[config.mk]
export PLATFORM = sky130hd
export DESIGN_NAME = if_id_stage_flat
export DESIGN_NICKNAME = d
export VERILOG_FILES = /design/src/rtl/if_id_stage_if.sv /design/src/rtl/if_id_stage.sv /design/src/flat_wrapper.sv
export SDC_FILE = /design/constraint.sdc
export NUM_CORES = 1
export LEC_CHECK = 0
export CORE_MARGIN = 2
export CORE_UTILIZATION = 30
export DETAILED_ROUTE_END_ITERATION = 10
export GPL_ROUTABILITY_DRIVEN = 0
export MAX_ROUTING_LAYER = met4
export PLACE_DENSITY = 0.59
export SKIP_CTS_REPAIR_TIMING = 1
export SLEW_MARGIN = 20
export SYNTH_ARGS = -nofsm -noshare
export SYNTH_HDL_FRONTEND = slang
export SYNTH_SLANG_ARGS = --single-unit
[constraint.sdc]
create_clock -name clk -period 5.5 [get_ports clk]
set_input_delay 1.1 -clock clk [delete_from_list [all_inputs] [get_ports clk]]
set_output_delay 1.1 -clock clk [all_outputs]
set_load 0.1 [all_outputs]
[src/rtl/if_id_stage_if.sv]
// Hazard-unit / instruction-memory / ID-side signal bundle for if_id_stage.
// master: hazard unit + instruction memory side; slave: the fetch stage itself.
interface if_id_stage_if #(
  parameter int unsigned CNT_W = 16
);
  logic              pc_ld;
  logic              IF_ID_reg_ld;
  logic              flush;
  logic              is_jmp;
  logic [31:0]       imem_data;
  logic [31:0]       imem_addr;
  logic [31:0]       ID_inst;
  logic [31:0]       ID_pc4;
  logic              ID_valid;
  logic [CNT_W-1:0]  stall_cnt;
  logic [CNT_W-1:0]  flush_cnt;

  modport master (
    output pc_ld, IF_ID_reg_ld, flush, is_jmp, imem_data,
    input  imem_addr, ID_inst, ID_pc4, ID_valid, stall_cnt, flush_cnt
  );

  modport slave (
    input  pc_ld, IF_ID_reg_ld, flush, is_jmp, imem_data,
    output imem_addr, ID_inst, ID_pc4, ID_valid, stall_cnt, flush_cnt
  );
endinterface

[src/rtl/if_id_stage.sv]
// MIPS instruction-fetch stage with IF/ID pipeline register and redirect logic.
// Optional performance counters are built when IF_PERF_CNT_EN is defined.
module if_id_stage #(
  parameter logic [31:0] RESET_PC = 32'h0000_0000,
  parameter int unsigned CNT_W    = 16
) (
  input logic          clk,
  input logic          rst,
  if_id_stage_if.slave bus
);

  typedef enum logic {
    BUBBLE = 1'b0,
    VALID  = 1'b1
  } state_t;

  state_t      state, state_nxt;
  logic [31:0] pc, pc_nxt, pc4;
  logic [31:0] inst_q, inst_nxt;
  logic [31:0] pc4_q, pc4_nxt;
  logic [31:0] br_off, br_target, jmp_target;

  assign pc4        = pc + 32'd4;
  assign br_off     = {{14{inst_q[15]}}, inst_q[15:0], 2'b00};
  assign br_target  = pc4_q + br_off;
  assign jmp_target = {pc4_q[31:28], inst_q[25:0], 2'b00};

  // A stall (pc_ld=0) suppresses the redirect; the branch re-resolves next cycle.
  always_comb begin
    pc_nxt    = pc;
    state_nxt = state;
    inst_nxt  = inst_q;
    pc4_nxt   = pc4_q;
    if (bus.pc_ld) begin
      if (bus.flush) pc_nxt = bus.is_jmp ? jmp_target : br_target;
      else           pc_nxt = pc4;
    end
    if (bus.IF_ID_reg_ld) begin
      pc4_nxt = pc4;
      if (bus.flush) begin
        inst_nxt  = '0;
        state_nxt = BUBBLE;
      end else begin
        inst_nxt  = bus.imem_data;
        state_nxt = VALID;
      end
    end
  end

  always_ff @(posedge clk) begin
    if (!rst) begin
      pc     <= RESET_PC;
      state  <= BUBBLE;
      inst_q <= '0;
      pc4_q  <= '0;
    end else begin
      pc     <= pc_nxt;
      state  <= state_nxt;
      inst_q <= inst_nxt;
      pc4_q  <= pc4_nxt;
    end
  end

  assign bus.imem_addr = pc;
  assign bus.ID_inst   = inst_q;
  assign bus.ID_pc4    = pc4_q;
  assign bus.ID_valid  = (state == VALID);

`ifdef IF_PERF_CNT_EN
  logic [CNT_W-1:0] stall_q, flush_q;

  always_ff @(posedge clk) begin
    if (!rst) begin
      stall_q <= '0;
      flush_q <= '0;
    end else begin
      if (!bus.pc_ld && stall_q != '1)                flush_q <= flush_q;
      if (!bus.pc_ld && stall_q != '1)                stall_q <= stall_q + CNT_W'(1);
      if (bus.pc_ld && bus.flush && flush_q != '1)    flush_q <= flush_q + CNT_W'(1);
    end
  end

  assign bus.stall_cnt = stall_q;
  assign bus.flush_cnt = flush_q;
`else
  assign bus.stall_cnt = {CNT_W{1'b0}};
  assign bus.flush_cnt = {CNT_W{1'b0}};
`endif

endmodule

[src/flat_wrapper.sv]
// flat-port wrapper written by rule: the top's interface ports become plain ports
module if_id_stage_flat 
#(
  parameter logic [31:0] RESET_PC = 32'h0000_0000,
  parameter int unsigned CNT_W    = 16
)
  (clk, rst, bus_pc_ld, bus_IF_ID_reg_ld, bus_flush, bus_is_jmp, bus_imem_data, bus_imem_addr, bus_ID_inst, bus_ID_pc4, bus_ID_valid, bus_stall_cnt, bus_flush_cnt);
  if_id_stage_if #(.CNT_W(CNT_W)) bus_i ();
  input logic clk;
  input logic rst;
  input wire logic [$bits(bus_i.pc_ld)-1:0] bus_pc_ld;
  input wire logic [$bits(bus_i.IF_ID_reg_ld)-1:0] bus_IF_ID_reg_ld;
  input wire logic [$bits(bus_i.flush)-1:0] bus_flush;
  input wire logic [$bits(bus_i.is_jmp)-1:0] bus_is_jmp;
  input wire logic [$bits(bus_i.imem_data)-1:0] bus_imem_data;
  output wire logic [$bits(bus_i.imem_addr)-1:0] bus_imem_addr;
  output wire logic [$bits(bus_i.ID_inst)-1:0] bus_ID_inst;
  output wire logic [$bits(bus_i.ID_pc4)-1:0] bus_ID_pc4;
  output wire logic [$bits(bus_i.ID_valid)-1:0] bus_ID_valid;
  output wire logic [$bits(bus_i.stall_cnt)-1:0] bus_stall_cnt;
  output wire logic [$bits(bus_i.flush_cnt)-1:0] bus_flush_cnt;
  assign bus_i.pc_ld = bus_pc_ld;
  assign bus_i.IF_ID_reg_ld = bus_IF_ID_reg_ld;
  assign bus_i.flush = bus_flush;
  assign bus_i.is_jmp = bus_is_jmp;
  assign bus_i.imem_data = bus_imem_data;
  assign bus_imem_addr = bus_i.imem_addr;
  assign bus_ID_inst = bus_i.ID_inst;
  assign bus_ID_pc4 = bus_i.ID_pc4;
  assign bus_ID_valid = bus_i.ID_valid;
  assign bus_stall_cnt = bus_i.stall_cnt;
  assign bus_flush_cnt = bus_i.flush_cnt;
  if_id_stage #(.RESET_PC(RESET_PC), .CNT_W(CNT_W)) u_core (.clk(clk), .rst(rst), .bus(bus_i));
endmodule
==> After elaboration in Yosys (flattened, before gate mapping) <==
Cells that the tools add are included.
{ "word_totals": {"input_bits": 38, "latch_bits": 0, "rom_bits": 0, "output_inout_bits": 129, "ramBits": 0, "register_bits": 97, "mem_count": 0, "elab_cells": 10} }
{ "op_classes": {"shifts": 0, "reduce_logical": 0, "addsub": 2, "n_bitwise": 0, "magnitude_cmp": 0, "mul": 0, "div": 0, "mux": 4, "eq_ne": 0} }
{ "op_table": {"columns": ["cell", "n"], "rows": [
  ["32-bit two-way mux", 3],
  ["32-bit by 3-bit adder with 32-bit output, second input constant", 1],
  ["32-bit adder", 1],
  ["1-bit two-way mux", 1]
]} }

==> Longest topological paths before layout <==
{ "logic_depth": {"ltp_word": 3, "mapped_depth": 11, "mapped_depth_nobuf": 10} }

==> Worst setup path after synthesis <==
OpenSTA, ideal clock, no wires.
{ "synth_path": {"path_type": "flip-flop to flip-flop", "start": "register u_core.inst_q[15] (netlist: u_core.bus.ID_inst[15])", "end": "register u_core.pc[31] (netlist: u_core.bus.imem_addr[31])", "arrival_time_ns": 3.222, "period_less_slack_ns": 3.310, "t_required_ns": 5.412, "stages_incl_launch_ff": 11, "n_path_buf": 1, "setup_ns": 0.088, "slack_ns": 2.190, "path_cell_list": "dfxtp_1 ha_1 buf_6 a21o_1 a21o_2 a21oi_1 o21bai_1 a21oi_1 a21oi_2 o22a_1 nor4_2"} }
{ "synth_between": {"elab_chain_len": 3} }
{ "synth_lines": {"columns": ["element", "line_no", "rtl"], "rows": [
  ["start: declaration", "if_id_stage.sv:19", "logic [31:0] inst_q, inst_nxt;"],
  ["start signal: assignment", "if_id_stage.sv:59", "inst_q <= inst_nxt;"],
  ["32-bit adder", "if_id_stage.sv:25", "assign br_target = pc4_q + br_off;"],
  ["32-bit two-way mux (2 in a row)", "if_id_stage.sv:35", "if (bus.flush) pc_nxt = bus.is_jmp ? jmp_target : br_target;"],
  ["end signal: assignment", "if_id_stage.sv:57", "pc <= pc_nxt;"],
  ["end: declaration", "if_id_stage.sv:18", "logic [31:0] pc, pc_nxt, pc4;"]
]} }
Every way passes these cells.
A chain may end at the register's enable or synchronous reset.

==> Worst setup path after layout <==
{ "layout_path": {"start": "register u_core.inst_q[15] (netlist: u_core.bus.ID_inst[15])", "end": "output port bus_ID_inst[15]"} }
{ "layout_rtl": {"columns": ["element", "line_no", "rtl"], "rows": [
  ["end: declaration", "flat_wrapper.sv:17", "output wire logic [$bits(bus_i.ID_inst)-1:0] bus_ID_inst;"]
]} }
No word-level cell between the ends.

==> flow_results.org <==
** Logic synthesis
- Summed over its instances, the top area cell type makes up between 30% and 40% of the synthesized netlist area.
- Among all flip-flop cells after synthesis, the most frequent one is sky130_fd_sc_hd__dfxtp_1.
- Post-synthesis instance total :: 820
- Share of the yosys chip area belonging to registers :: 30.0%
- Synthesis instantiated 77 different standard cells from the library.
- Mean Syn Cell Area :: ~8 µm²
- Yosys printed 0 warnings.
- The synthesized design contains 0 enable-type register cells.
- Netlist area before placement :: approximately 6500 µm²
- In the synthesized netlist the async set-or-reset flop fraction comes to 0%.
- Flip-flop and latch count after synthesis :: 97
- Cell taking the most area after synthesis :: sky130_fd_sc_hd__dfxtp_1
- Leading cell types by total area after synthesis :: sky130_fd_sc_hd__dfxtp_1 (30%), sky130_fd_sc_hd__a21oi_1 (7.2%), sky130_fd_sc_hd__nor2_1 (6.3%)

** Clock tree
- TritonCTS created 9 clock buffers.
- Counting every sink on the clock net gives just under 100.
- Clock latency on the worst-skew pair, taken at its later pin, is 0.36 ns.
- CTS Root Cell :: sky130_fd_sc_hd__clkbuf_16
- TritonCTS built the clock tree.
- Buffer depth of the longest clock path :: 2
- Clock input transition at the sequential cells of the worst setup and hold paths :: roughly 0.070 ns
- CTS built an H-tree with a depth of 3.

** Min path
- In this run the worst hold path is classified as reg -> reg.

** Routing
- Post-detailed-route count of antenna-violating nets :: 0
- Dividing the detail-routed via count by the number of cells gives roughly 5.2.
- First-pass DRT Iterations :: 5
- The routed layout has 6,293 vias.
- Routed wire length per instance :: ~17 µm
- For this block, the initial DRC count from the detailed router was between 400 and 500.
- The final layout contains routed wiring with a total length of ~21,000 µm.
- Drc violations :: 0

** Power
- Switching power :: around 850 µW
- Combinational logic burns a little under a third of the power.
- Of the total power, registers draw between 30 and 40%.
- Max VDD drop :: 161 µV
- The internal portion of the total power is approximately 1300 µW.
- Relative contribution of the clock network to total power :: roughly 34%
- Power density relative to cell area :: about 270 nW/µm²
- Net switching is just under 40% of the power.
- Static leakage power :: roughly 0.0031 µW

** Outcome
- The run finished with clean final reports.

** GRT
- Global-route wire length before repair :: between 30,000 and 40,000 µm
- Via count of the first global-routing pass :: 5,801
- Entering global routing, the biggest net connects 96 pins.
- Antenna violations before repair :: 0
- Summed over all layers, the global routing overflow is 0.
- Global routing consumed, over all layers together, about a fifth of the routing resources.

** Layout
- Area added between synthesis and finish :: 26.8%
- Fraction of final layout cells with drive strength greater than 1 :: roughly 5.4%
- Nets@finish :: 995
- The finished cells cover just over 8000 µm².
- The repair_antennas step left the layout with diodes totalling 0.

** Worst setup path
- For the worst setup path, the data required time is 4.40 ns.
- Family of cells with the greatest summed delay on the critical path :: buffers and inverters
- Crit path max fanout :: 12
- Worst-path cell with the longest stage delay :: sky130_fd_sc_hd__clkdlybuf4s50_1
- Data arrival at the endpoint of the critical path :: 2.51 ns
- The critical path goes through buf_4, clkdlybuf4s50_1.
- The worst setup path is of the reg -> out kind.
- Setup crit start kind :: flop
- Maximum single-stage delay on the critical path :: ~1.2 ns
- Counting both buffers and inverters, the worst setup path holds a total of 2.
- The worst setup path is captured at an output port.

** Job
- The tool flagged a number of max-cap violations equal to 0.

** Floorplan
- The total area inside the core boundary comes to approximately 21,000 µm².
- Row generation in the floorplan step produced 53 rows.
- From left edge to right edge, the die measures approximately 150 µm.
- 167 I/O pins were placed.
- Initial standard-cell utilization of the core :: 30.7%
- The floorplan step set the die height to between 150 and 200 µm.
- The floorplan step defined a die boundary enclosing 22,700 µm².

** STA
- Pins Over Slew Limit :: 0
- Peak clock frequency supported by timing :: between 200 and 300 MHz
- At the pin with the least slew margin, the transition time is between 1 and 1.5 ns.
- Setup repair after global routing left no endpoint under its margin.
- Setup violations remaining at the end of the flow were counted as 0.
- Dividing the final minimum period by the clock period gives 65.6%.
- Across the routed clock network, the largest skew measured is 0.0108 ns.
- Shortest clock period the worst path allows after layout :: ~3.6 ns
- In the final timing run, aggregate negative setup slack is 0 ns.
- The worst pin sits at a relative slew slack of a little under a third.
- The hold violation total from the final report was 0.

** Place
- Number of buffers added on ports :: roughly 130
- Summing all placed instances gives a cell area of 7870 µm².
- Post-DP HPWL :: around 15,000 µm
through the flow:
| step | utilization, % | std cells | hold slack, ns | setup slack, ns | total power, µW |
|---|---|---|---|---|---|
| floorplan | - | 851 | 0.481 | 2.19 | 1330 |
| finish | 38.9 | 1205 | 0.480 | 1.89 | 2190 |
| detailed placement | 37.3 | 1190 | 0.465 | 1.86 | 1470 |
| CTS | 38.9 | 1205 | 0.480 | 1.89 | 2200 |
| global route | 38.9 | 1205 | 0.491 | 1.85 | 2270 |
| global placement | 37.3 | 1190 | 0.467 | 1.97 | 1470 |
final cells by class:
type	count	area (µm²)
well taps	275	344
clock inverters	5	105
flip-flops and latches	97	1940
inverters	14	52.6
clock buffers	10	229
multi-input cells	659	4110
fillers	2199	12900
repair buffers	145	1420
state kept, by name (all words and copies together), names as in the netlist:
| register | flops |
|---|---|
| u_core.bus.ID_valid | 1 |
| u_core.bus.ID_inst | 32 |
| u_core.bus.ID_pc4 | 32 |
| u_core.bus.imem_addr | 32 |
kinds of logic (layout without fill, tap and decap cells):
logic type,count (synthesis),after routing,share of synthesized area [%]
mux,11,11,1.78
flops,97,97,30.0
compound gates,262,262,26.5
fa+ha+maj,31,31,6.11
simple gates,279,279,21.2
buf+inv,95,174,8.32
xor+xnor,44,44,5.96
other cells,1,32,0.0580
final timing paths:
kind	startpoint	end	slack (ns)	depth (start not counted)
worst max-delay path	u_core.bus.ID_inst[15]	bus_ID_inst[15]	1.89	2
worst max register to register	u_core.bus.ID_inst[15]	u_core.bus.imem_addr[31]	2.30	10
worst min register to register	u_core.bus.ID_inst[30]	u_core.bus.ID_inst[30]	0.48	2
worst min-delay path	u_core.bus.ID_inst[30]	u_core.bus.ID_inst[30]	0.48	2
placed cells by master (no fill, tap or decap), types with 30 or more instances in the layout:
cell,n
sky130_fd_sc_hd__clkdlybuf4s50_1,133
sky130_fd_sc_hd__nor2_1,108
sky130_fd_sc_hd__dfxtp_1,97
sky130_fd_sc_hd__a21oi_1,93
sky130_fd_sc_hd__nand2_1,44
sky130_fd_sc_hd__nor2b_1,40
sky130_fd_sc_hd__o21ai_0,39
sky130_fd_sc_hd__conb_1,32
sky130_fd_sc_hd__a211oi_1,31
sky130_fd_sc_hd__ha_1,30
power groups by stage:
stage	Combinational, µW	Clock [µW]	Sequential, µW
2_1_floorplan	299	0	1030
3_3_place_gp	668	0	800
3_5_place_dp	671	0	799
4_1_cts	673	746	783
5_1_grt	709	771	789
6_report	674	737	783
layer usage:
layer  routed length [µm]  vias up  track usage, %
met5                    0        -               -
met4                  431        0            6.45
met3                 1290       29            3.40
met2                 8940      205            27.1
met1                10200     2948            26.5
li1                     -     3111               -
Yosys cell counts, types with 6 or more instances:
library cell and number:
sky130_fd_sc_hd__nand3_1 26, sky130_fd_sc_hd__o21bai_1 6, sky130_fd_sc_hd__dfxtp_1 97, sky130_fd_sc_hd__ha_1 30
sky130_fd_sc_hd__nor2_1 108, sky130_fd_sc_hd__buf_2 6, sky130_fd_sc_hd__clkbuf_1 26, sky130_fd_sc_hd__inv_1 13
sky130_fd_sc_hd__a21o_1 15, sky130_fd_sc_hd__o21ai_0 39, sky130_fd_sc_hd__a21oi_1 93, sky130_fd_sc_hd__xnor2_1 27
sky130_fd_sc_hd__and4_1 6, sky130_fd_sc_hd__buf_1 9, sky130_fd_sc_hd__o21a_1 6, sky130_fd_sc_hd__nand2b_1 6
sky130_fd_sc_hd__nand2_1 44, sky130_fd_sc_hd__mux2i_1 7, sky130_fd_sc_hd__nor2b_1 41, sky130_fd_sc_hd__a211oi_1 31
sky130_fd_sc_hd__nor3_1 10, sky130_fd_sc_hd__buf_4 35, sky130_fd_sc_hd__o211ai_1 6, sky130_fd_sc_hd__xor2_1 17
sky130_fd_sc_hd__and3_1 11, sky130_fd_sc_hd__a31oi_1 14
worst reg2reg max path, cell delays in order (launching register included):
cell	delay (ns)
sky130_fd_sc_hd__dfxtp_1	0.69
sky130_fd_sc_hd__buf_4	0.30
sky130_fd_sc_hd__ha_1	0.37
sky130_fd_sc_hd__a21o_1	0.24
sky130_fd_sc_hd__a21o_2	0.21
sky130_fd_sc_hd__a21oi_1	0.22
sky130_fd_sc_hd__o21bai_1	0.09
sky130_fd_sc_hd__a21oi_1	0.37
sky130_fd_sc_hd__a21oi_2	0.15
sky130_fd_sc_hd__o22a_1	0.25
sky130_fd_sc_hd__nor4_2	0.24
Note: power is estimated with default switching activity, not from simulation.
